$ cat config.mk
export PLATFORM = sky130hd
export DESIGN_NAME = imem_loader
export DESIGN_NICKNAME = d
export VERILOG_FILES = /design/src/rtl/imem_loader_pkg.sv /design/src/rtl/imem_loader.sv
export SDC_FILE = /design/constraint.sdc
export NUM_CORES = 1
export LEC_CHECK = 0
export CELL_PAD_IN_SITES_DETAIL_PLACEMENT = 0
export CELL_PAD_IN_SITES_GLOBAL_PLACEMENT = 1
export CORE_UTILIZATION = 35
export CTS_CLUSTER_DIAMETER = 30
export CTS_CLUSTER_SIZE = 30
export DETAILED_ROUTE_END_ITERATION = 8
export HOLD_SLACK_MARGIN = 0.06
export PLACE_DENSITY_LB_ADDON = 0.1
export SETUP_SLACK_MARGIN = 0.2
export SLEW_MARGIN = 5
export SYNTH_ARGS = -nofsm -noshare
export SYNTH_HDL_FRONTEND = slang
export SYNTH_SLANG_ARGS = --single-unit
$ cat constraint.sdc
create_clock -name clock -period 4.4 [get_ports clock]
set_input_delay 0.66 -clock clock [delete_from_list [all_inputs] [get_ports clock]]
set_output_delay 0.66 -clock clock [all_outputs]
set_load 0.02 [all_outputs]
$ cat src/rtl/imem_loader_pkg.sv
// Shared types and constants for the boot-time instruction memory loader.
package imem_loader_pkg;

   typedef enum logic [2:0] {
      S_IDLE,
      S_LEN_HI,
      S_LEN_LO,
      S_DATA,
      S_WRITE,
      S_DONE
   } loader_state_t;

   localparam int HDR_BYTES  = 2;
   localparam int WORD_BYTES = 4;

endpackage

$ cat src/rtl/imem_loader.sv
// Byte-stream to i_mem loader: 16-bit word-count header, then big-endian
// words written at consecutive byte addresses from 0.
module imem_loader
   import imem_loader_pkg::*;
#(
   parameter int DATA_WIDTH     = 32,
   parameter int ADDR_WIDTH     = 12,
   parameter int MEM_BYTES      = 4096,
   parameter int TIMEOUT_CYCLES = 1000000
) (
   input  logic                  clock,
   input  logic                  reset,
   input  logic                  start,
   input  logic                  byte_valid,
   input  logic [7:0]            byte_data,
   output logic                  byte_ready,
   output logic                  writeEnable,
   output logic [ADDR_WIDTH-1:0] writeAddress,
   output logic [DATA_WIDTH-1:0] writeData,
   output logic                  busy,
   output logic                  done,
   output logic                  error
);

   localparam int TW = $clog2(TIMEOUT_CYCLES + 1);
   localparam logic [31:0] MAX_WORDS = 32'(MEM_BYTES / WORD_BYTES);
   localparam logic [TW-1:0] TMO_LAST = TW'(TIMEOUT_CYCLES - 1);
   localparam logic [ADDR_WIDTH-1:0] ADDR_STEP = ADDR_WIDTH'(WORD_BYTES);

   loader_state_t         state_q, state_d;
   logic [1:0]            idx_q, idx_d;
   logic [DATA_WIDTH-1:0] word_q, word_d;
   logic [ADDR_WIDTH-1:0] addr_q, addr_d;
   logic [15:0]           rem_q, rem_d;
   logic [TW-1:0]         tmo_q, tmo_d;
   logic                  err_q, err_d;

   logic        accept;
   logic [15:0] n_hdr;

   // Handshake decoded purely from state so byte_valid never reaches byte_ready.
   assign byte_ready   = (state_q == S_LEN_HI) || (state_q == S_LEN_LO) ||
                         (state_q == S_DATA);
   assign busy         = byte_ready || (state_q == S_WRITE);
   assign writeEnable  = (state_q == S_WRITE);
   assign done         = (state_q == S_DONE);
   assign error        = err_q;
   assign writeAddress = addr_q;
   assign writeData    = word_q;

   assign accept = byte_valid && byte_ready;
   assign n_hdr  = {rem_q[7:0], byte_data};

   always_comb begin
      state_d = state_q;
      idx_d   = idx_q;
      word_d  = word_q;
      addr_d  = addr_q;
      rem_d   = rem_q;
      tmo_d   = tmo_q;
      err_d   = err_q;

      if (byte_ready) begin
         if (accept) begin
            tmo_d = '0;
         end else if (tmo_q == TMO_LAST) begin
            state_d = S_IDLE;
            err_d   = 1'b1;
         end else begin
            tmo_d = tmo_q + 1'b1;
         end
      end

      unique case (state_q)
         S_IDLE: begin
            if (start) begin
               state_d = S_LEN_HI;
               err_d   = 1'b0;
               addr_d  = '0;
               idx_d   = '0;
               tmo_d   = '0;
               rem_d   = '0;
            end
         end
         S_LEN_HI: begin
            if (accept) begin
               rem_d   = n_hdr;
               state_d = S_LEN_LO;
            end
         end
         S_LEN_LO: begin
            if (accept) begin
               rem_d = n_hdr;
               if (n_hdr == 16'd0) begin
                  state_d = S_DONE;
               end else if ({16'd0, n_hdr} > MAX_WORDS) begin
                  state_d = S_IDLE;
                  err_d   = 1'b1;
               end else begin
                  state_d = S_DATA;
               end
            end
         end
         S_DATA: begin
            if (accept) begin
               word_d = {word_q[DATA_WIDTH-9:0], byte_data};
               idx_d  = idx_q + 2'd1;
               if (idx_q == 2'd3) begin
                  state_d = S_WRITE;
               end
            end
         end
         S_WRITE: begin
            addr_d  = addr_q + ADDR_STEP;
            rem_d   = rem_q - 16'd1;
            state_d = (rem_q == 16'd1) ? S_DONE : S_DATA;
         end
         S_DONE: begin
            state_d = S_IDLE;
         end
         default: begin
            state_d = S_IDLE;
         end
      endcase
   end

   always_ff @(posedge clock) begin
      if (reset) begin
         state_q <= S_IDLE;
         idx_q   <= '0;
         word_q  <= '0;
         addr_q  <= '0;
         rem_q   <= '0;
         tmo_q   <= '0;
         err_q   <= 1'b0;
      end else begin
         state_q <= state_d;
         idx_q   <= idx_d;
         word_q  <= word_d;
         addr_q  <= addr_d;
         rem_q   <= rem_d;
         tmo_q   <= tmo_d;
         err_q   <= err_d;
      end
   end

endmodule

# Word level (Yosys, flattened, before mapping)
# Cells that the tools add are included.
classes:
  add_sub_neg: 4
  order_cmp: 1
  eq_ne: 11
  mux: 33
  n_reduce_logical: 14
op_table:
  columns: ["op", "n"]
  rows:
  - ["20-bit 2-to-1 mux", 5]
  - ["16-bit one-hot mux with 3 select lines", 1]
  - ["16-bit 2-to-1 mux", 2]
  - ["3-bit 2-to-1 mux", 10]
  - ["12-bit one-hot mux with 2 select lines", 1]
  - ["20-bit by 1-bit adder with 20-bit output (second input constant)", 1]
  - ["20-bit equality test (second input constant)", 1]
  - ["16-bit by 1-bit equality test with 1-bit output (second input constant)", 1]
  - ["16-bit by 11-bit > comparator with 1-bit output (second input constant)", 1]
  - ["16-bit logical NOT", 1]
  - ["16-bit by 1-bit subtractor with 16-bit output (second input constant)", 1]
  - ["3-bit one-hot mux with 5 select lines", 1]
  - ["12-bit by 3-bit adder with 12-bit output (second input constant)", 1]
  - ["12-bit 2-to-1 mux", 1]
  - ["1-bit 2-to-1 mux", 7]
  - ["3-bit by 2-bit equality test with 1-bit output (second input constant)", 2]
  - ["3-bit equality test (second input constant)", 2]
  - ["2-bit 2-to-1 mux", 3]
  - ["3-bit AND reduction", 2]
  - ["2-bit inequality test (second input constant)", 2]
  - ["2-bit one-hot mux with 2 select lines", 1]
  - ["2-bit AND reduction", 2]
  - ["2-bit nonzero test", 2]
  - ["3-bit by 1-bit equality test with 1-bit output (second input constant)", 1]
  - ["9 further kinds", 11]
word_totals:
  regBits: 86
  wordCells: 70

# Depth between registers and ports, before layout
depth:
  depth_word: 10
  mapped_depth: 9
  ltp_nobuf: 7

# Worst setup path after synthesis
# No wires, ideal clock.
synth_timing:
  kind: "input -> register"
  startpoint: "input port start"
  endpoint: "register rem_q[10]"
  setup_ns: 0.132
  t_arrival_ns: 1.993
  path_slack_ns: 2.274
  cell_stages: 7
  path_buffers: 2
  path_cell_list: "or4b_2 > buf_2 > nand2_1 > a21oi_1 > clkbuf_1 > o21ai_0 > a21oi_1"
synth_between:
  elab_chain_len: 2
synth_lines:
  columns: ["item", "line_no", "text"]
  rows:
  - ["from (decl)", "imem_loader.sv:13", "input logic start,"]
  - ["2-bit inequality test (no line)", null, null]
  - ["3-bit AND reduction (no line)", null, null]
  - ["to (signal assigned)", "imem_loader.sv:141", "rem_q <= rem_d;"]
  - ["to (decl)", "imem_loader.sv:34", "logic [15:0] rem_q, rem_d;"]
# Every way passes these cells.
# A chain may end at the register's enable or synchronous reset.

# Worst setup path after layout
layout_timing:
  startpoint: "register state_q[2]"
  endpoint: "output port writeEnable"
layout_between:
  elab_chain_len: 1
layout_lines:
  columns: ["item", "line_no", "text"]
  rows:
  - ["from (decl)", "imem_loader.sv:30", "loader_state_t state_q, state_d;"]
  - ["from (signal assigned)", "imem_loader.sv:137", "state_q <= state_d;"]
  - ["3-bit equality test", "imem_loader.sv:45", "assign writeEnable = (state_q == S_WRITE);"]
  - ["to (decl)", "imem_loader.sv:17", "output logic writeEnable,"]
# Every way passes these cells.

==> flow_summary.json <==
{
  "status": "completed",
  "crit_chain": "or3b_1 -> buf_4 -> inv_2 -> clkdlybuf4s50_1",
  "cts_buffers": 9,
  "synth-simple-area-share_pct": 26.3,
  "synth-compound-area-share_pct": 20.2,
  "synthMuxAreaShare_pct": 0.502,
  "path_class": "reg2out",
  "grt.overflow.total": 0,
  "clk_latency_ns": 0.34,
  "final_util_pct": 44.9,
  "critPathTopFamily": "buffers and inverters",
  "crit_required_ns": 3.74,
  "critPathArrivalTime_ns": 2.55,
  "grt_pass1_vias": 3393,
  "finalHoldViolations": 0,
  "ys_seq_area_share_pct": 42.2,
  "cpPeakStageDelay_ns": 0.67,
  "critPathMaxFanout": 26,
  "drt-pass1-iter-count": 4,
  "core.rowCount": 38,
  "drt_wl_total_um": 10100,
  "cts_tree": "built",
  "ys_async_sr_fraction_pct": 0,
  "p_sw_mw": 0.579,
  "synth_enable_flop_cells": 0,
  "pin_count": 61,
  "first_iter_violations": 182,
  "synthAdderAreaFrac_pct": 1.88,
  "cap_violations": 0,
  "tns_ns": 0,
  "critPathCaptureType": "primary output",
  "swShare_pct": 29.9,
  "max_freq_mhz": 312,
  "drive_gt1_share_pct": 6.38,
  "gp_congestion": 0.804,
  "io_buffers": 58,
  "grt_max_degree": 48,
  "ctsResizeCount": 0,
  "clock_path_buffers": 2,
  "num_antenna_cells": 0,
  "synth_area_mm2": 0.00399,
  "grt_usage_pct": 18.2,
  "path_clk_slew_ns": 0.06,
  "finalCriticalPeriod_ns": 3.21,
  "clock-sinks": 84,
  "powerDensity_mw_per_mm2": 392,
  "yosysWarnings": 0,
  "synth_cell_types": 64,
  "dpl.hpwl_um": 6770,
  "ys.flop_type": "dfxtp_1",
  "hold_buffers": 0,
  "p_leak_nw": 1.64,
  "skew_ns": 0.00694,
  "slew_violations": 0,
  "syn-instance-count": 503,
  "area_growth_pct": 23.7,
  "cts-root-buf": "clkbuf_16",
  "p_seq_share_pct": 42.4,
  "clkPwrFrac_pct": 38.9,
  "synth_top_family_by_area": "simple AND/OR/NAND/NOR gates",
  "period_share_pct": 72.9,
  "rsz0062_at_grt": "no",
  "htreeDepth": 3,
  "initial_core_util_pct": 36.3,
  "drt-vias-per-instance": 5.25,
  "vias": 3618,
  "synth-seq-cells": 84,
  "intPower_mw": 1.35,
  "antenna_found_initial": 0,
  "avgRoutedWirePerCell_um": 14.6,
  "setup_violations": 0,
  "n_fill_cell": 1147,
  "min-delay-path-class": "reg2reg",
  "die_h_um": 109,
  "dieArea_mm2": 0.0118,
  "fin_nets": 562,
  "postCtsSetupRepairBufs": 0,
  "critPathBufInv": 3,
  "grt_pass1_wl_um": 16900,
  "synthXorXnorAreaFrac_pct": 4.39,
  "relSlewSlack_pct": 23.5,
  "drc": 0,
  "worst_slew_pin_slew_ns": 1.14,
  "power_frac_comb_pct": 18.7,
  "fp.coreArea_mm2": 0.0110,
  "antenna_left": 0,
  "start_kind": "flip-flop",
  "crit_path_top_delay_cell": "clkdlybuf4s50_1",
  "max-vdd-ir-drop_v": 0.000219,
  "syn_area_per_cell_um2": 7.93,
  "die_w_um": 109
}
## registers in the layout, indices dropped and copies added, names as in the netlist
register      cells
state_q           3
writeData        32
rem_q            16
error             1
writeAddress     10
idx_q             2
tmo_q            20
## path summary, 6_finish.rpt
| kind | from | endpoint | slack, ns | cells after the start |
|---|---|---|---|---|
| setup reg to reg | state_q[2] | writeAddress[11] | 1.84 | 6 |
| setup / recovery | state_q[2] | writeEnable | 1.19 | 4 |
| hold / removal | writeData[25] | writeData[25] | 0.45 | 2 |
| hold reg to reg | writeData[25] | writeData[25] | 0.45 | 2 |
## through the flow
stage / instance area [um2] / setup WS [ns] / total power, mW / hold WS [ns] / std cells
after detailed placement: 4640 / 1.42 / 1.20 / 0.446 / 673
final: 4930 / 1.19 / 1.93 / 0.454 / 689
after CTS: 4930 / 1.17 / 1.96 / 0.455 / 689
after global routing: 4930 / 1.11 / 2.03 / 0.475 / 689
after global placement: 4640 / 1.47 / 1.20 / 0.440 / 673
after floorplan: 3990 / 2.27 / 1.09 / 0.452 / 504
## worst register-to-register path, stage by stage, from the launching register on
cell and delay, ns:
dfxtp_1 0.64, or3b_1 0.39, buf_4 0.23, inv_2 0.27, nand4_1 0.27, or4_1 0.56, a21oi_1 0.14
## layout by cell type (no fill, tap or decap), types with 3 or more instances in the layout
cell / count
nand2_1: 90
dfxtp_1: 84
a21oi_1: 64
clkdlybuf4s50_1: 57
nor2_1: 50
o21ai_0: 19
xor2_1: 12
nor3_1: 12
nand3_1: 10
clkbuf_16: 9
inv_1: 8
xnor2_1: 8
or4_1: 7
nand4_1: 7
nor4_1: 7
or3_1: 6
ha_1: 6
a22oi_1: 5
a211oi_1: 5
buf_4: 5
and3_1: 4
o211ai_1: 4
and4_1: 3
and2_1: 3
a32o_1: 3
a22o_1: 3
or2_2: 3
a2bb2oi_1: 3
## per-layer routing
metal / share of wire, % / track usage (%) / vias up / wire (um)
met5: 0 / 0 / - / 0
met3: 3.9 / 5.20 / 16 / 391
met1: 49 / 23.7 / 1683 / 4990
met4: 1.5 / 6.56 / 0 / 155
li1: - / - / 1860 / -
met2: 45 / 28.6 / 59 / 4550
## power groups by stage
| stage | clock (mW) | sequential, mW | combinational (mW) |
|---|---|---|---|
| after global routing | 0.808 | 0.824 | 0.403 |
| final | 0.752 | 0.820 | 0.362 |
| after detailed placement | 0 | 0.836 | 0.363 |
| after floorplan | 0 | 0.821 | 0.272 |
| after global placement | 0 | 0.837 | 0.362 |
| after CTS | 0.779 | 0.819 | 0.366 |
## layout make-up
cell class                 count  area, um2  share of cell area [%]
clock buffer                  10        229                    4.64
tap                          140        175                    3.55
timing repair buffer          63        613                    12.4
sequential                    84       1680                    34.1
clock inverter                 6       65.1                    1.32
inverter                       9       33.8                   0.685
multi-input combinational    377       2130                    43.3
## logic make-up after synthesis
| group | after synthesis |
|---|---|
| compound gates | 129 |
| xor+xnor | 20 |
| fa+ha+maj | 6 |
| buf+inv | 43 |
| flops | 84 |
| mux | 2 |
| other cells | 1 |
| simple gates | 218 |
## cell usage after synthesis (2+ instances only)
cell type / count / area [um2]
buf_1: 2 / 7.51
a221oi_1: 2 / 17.5
xnor2_1: 8 / 70.1
a2bb2oi_1: 3 / 26.3
o211ai_1: 4 / 30.0
o21ai_1: 2 / 10.0
buf_4: 2 / 15.0
o311ai_0: 2 / 17.5
or2_2: 3 / 18.8
o21bai_1: 2 / 15.0
nand2_1: 90 / 338
nor3b_1: 2 / 15.0
nand3_1: 10 / 50.1
or4_1: 7 / 52.6
a21oi_1: 64 / 320
nand4_1: 7 / 43.8
clkbuf_1: 26 / 97.6
or3_1: 6 / 37.5
nor3_1: 12 / 60.1
nor4_1: 7 / 43.8
a211oi_1: 5 / 37.5
nand4b_1: 2 / 17.5
xor2_1: 12 / 105
buf_2: 3 / 15.0
o21ai_0: 19 / 95.1
a32o_1: 3 / 30.0
inv_1: 8 / 30.0
mux2i_1: 2 / 20.0
nor2_1: 50 / 188
and3_1: 4 / 25.0
a22o_1: 3 / 26.3
ha_1: 6 / 75.1
o2bb2ai_1: 2 / 17.5
a22oi_1: 5 / 37.5
and2_1: 3 / 18.8
dfxtp_1: 84 / 1680
and4_1: 3 / 26.3
a31oi_1: 2 / 12.5
(Power assumes the default switching activity.)
==> edit, RTL diff (same flow settings) <==
The 6 states of `loader_state_t` get a one-hot encoding in 6 bits.
--- a/src/rtl/imem_loader_pkg.sv
+++ b/src/rtl/imem_loader_pkg.sv
@@ -2,11 +2,11 @@
 package imem_loader_pkg;
 
-   typedef enum logic [2:0] {
-      S_IDLE,
-      S_LEN_HI,
-      S_LEN_LO,
-      S_DATA,
-      S_WRITE,
-      S_DONE
+   typedef enum logic [5:0] {
+      S_IDLE   = 6'b000001,
+      S_LEN_HI = 6'b000010,
+      S_LEN_LO = 6'b000100,
+      S_DATA   = 6'b001000,
+      S_WRITE  = 6'b010000,
+      S_DONE   = 6'b100000
    } loader_state_t;
 
Function: no difference found for any inputs over 10 cycles, from zero or initial values and one cycle with reset high; not proved beyond that.
==> edit against the unedited design <==
- final area up 7.2%
- first-iteration DRC count rose by 68%
- worst hold slack worse by 0.0018 ns
- critical path depth stayed put
- worst setup slack lost 0.059 ns
- sequential cell count is 3 higher
- highest routed layer unchanged
- total power decreased by 9.1%
- wire length increased by 14%
- largest cell class unchanged
- synthesized area increased by 8.7%
- clock power down 2%
==> edit: results (changes against the unedited design) <==
ANT cells: 0 (unchanged)
synth unique cells: 59 (was 64)
Max stage delay on crit path: 0.63 ns (was 0.67 ns)
drt pass-1 iters: 4 (unchanged)
maximum vdd drop: 0.2740 mV (was 0.2194 mV)
Setup-failing EPs final: 0 (unchanged)
aggregate global-route resource usage: 18.80% (was 18.22%)
share of the yosys chip area belonging to registers: 40.17% (was 42.16%)
largest cells by area after synthesis: dfxtp_1 40%, nand2_1 7.7%, a21oi_1 7.4% (was dfxtp_1 42%, nand2_1 8.5%, a21oi_1 8.0%)
DR top layer: met4 (unchanged)
Yosys warnings: 0 (unchanged)
worst skew pair latency: 0.35 ns
via count: 3992 (was 3618)
Reg clk slew, reported paths: 0.06 ns (about the same)
Routed WL per cell: 15.18 microns (was 14.64 microns)
worst-path maximum fanout: 18 (was 26)
Buffers on Ports: 58 (unchanged)
root buffer cell: clkbuf_16 (unchanged)
FFs w/ async S/R, synth: 0% (unchanged)
max reg flops: 32 (unchanged)
Worst Skew: 0.007936 ns (was 0.006936 ns)
nets: 605 (was 562)
metal2 WL: 5.015 mm (was 4.551 mm)
CP max stage cell: clkdlybuf4s50_1 (unchanged)
CTS buffer count: 9 (unchanged)
vias in the first global route: 3680 (was 3393)
WL met3: 473 microns (was 391 microns)
DRT iter0 DRCs: 305 (was 182)
WP data arrival: 2.61 ns (was 2.55 ns)
gp weighted congestion: 0.8683 (was 0.8042)
Commonest cells post-synth: 89 x nand2_1, 87 x dfxtp_1, 64 x a21oi_1, 39 x nor2_1, 26 x o21ai_0 (was 90 x nand2_1, 84 x dfxtp_1, 64 x a21oi_1, 50 x nor2_1, 26 x clkbuf_1)
worst slew pin tran: 1.174 ns (was 1.145 ns)
proportion of layout cells with a drive suffix above 1: 6.261% (was 6.375%)
outcome: complete, no violations (unchanged)
largest net degree at the start of global routing: 47 (was 48)
first-pass GRT wire length: 19.13 mm (was 16.95 mm)
Max clock buf depth: 2 (unchanged)
filler instances: 1248 (was 1147)
Hold Crit Class: reg -> reg (unchanged)
hpwl dp: 7.789 mm (was 6.772 mm)
Internal Power: 1.268 mW (was 1.355 mW)
H-tree levels: 3 (unchanged)
LEAKAGE: 1.705 nW (was 1.639 nW)
Main synth FF type: dfxtp_1 (unchanged)
M1 WL: 5.943 mm (was 4.990 mm)
post-CTS setup buffer count: 0 (unchanged)
CTS-repair resized insts: 0 (unchanged)
initial antenna violation count: 0 (unchanged)
edit: changes by cell type in the layout (fill, tap and decap cells not counted), moves of 4 or more:
cell,unedited run,this run
o21ai_0,19,26
nand4_1,7,13
a31oi_1,2,6
or2_2,3,7
a21o_1,1,7
a32oi_1,1,6
nor3_1,12,17
nor2_1,50,39
nor2b_1,1,6
edit: per-stage QoR:
step / cells / worst slack (ns) / area [sq um] / total power [mW] / hold slack (ns)
finish: 759 / 1.134 / 5286 / 1.758 / 0.4519
global route: 759 / 0.9755 / 5286 / 1.842 / 0.4799
CTS: 759 / 1.066 / 5286 / 1.786 / 0.4570
detailed placement: 744 / 1.449 / 5007 / 1.042 / 0.4476
global placement: 744 / 1.500 / 5007 / 1.041 / 0.4408
floorplan: 549 / 2.301 / 4339 / 0.9822 / 0.4533
edit: layout make-up:
type	count	area share, %
clock buffers	10	4.521
clock inverters	5	0.7574
well taps	168	3.976
repair buffers	62	11.46
inverters	12	0.8521
flip-flops and latches	87	32.95
multi-input cells	415	45.49
edit: metal layers:
layer  vias up  GRT usage, %
met5         -             0
met4         0         5.088
met3         6         4.446
met2        83         28.18
met1      1862         26.83
li1       2041             -
edit: cell families after synthesis:
| group | after synthesis | synth area share (%) |
|---|---|---|
| other | 1 | 0.08650 |
| xor gates and xnor gates | 19 | 4.012 |
| adders and majority gates | 6 | 1.732 |
| AOI/OAI and AO/OA | 144 | 20.43 |
| DFF | 87 | 40.17 |
| and+or+nand+nor | 239 | 27.82 |
| buffers and inverters | 47 | 4.589 |
| muxes | 5 | 1.154 |
edit: worst max-delay path, delay by kind of cell, from the launching register on:
kind | cells | cell delay, ns
buf+inv | 1 | 0.63
flops | 1 | 0.48
simple gates | 3 | 1.16
edit: path summary, 6_finish.rpt:
kind	slack [ns]	cells after the start	endpoint	start
worst min-delay path	0.45	2	writeData[28]$_SDFFE_PP0P_	writeData[28]$_SDFFE_PP0P_
worst min register to register	0.45	2	writeData[28]$_SDFFE_PP0P_	writeData[28]$_SDFFE_PP0P_
worst max register to register	1.71	6	tmo_q[13]$_SDFF_PP0_	state_q[2]$_SDFF_PP0_
worst max-delay path	1.13	4	busy	state_q[2]$_SDFF_PP0_
edit: power by group through the flow:
| stage | Sequential [mW] | Clock [mW] | Combinational [mW] |
|---|---|---|---|
| 6_report | 0.814 | 0.735 | 0.209 |
| 5_1_grt | 0.816 | 0.790 | 0.236 |
| 4_1_cts | 0.813 | 0.762 | 0.211 |
| 3_5_place_dp | 0.832 | 0 | 0.210 |
| 3_3_place_gp | 0.831 | 0 | 0.210 |
| 2_1_floorplan | 0.822 | 0 | 0.160 |
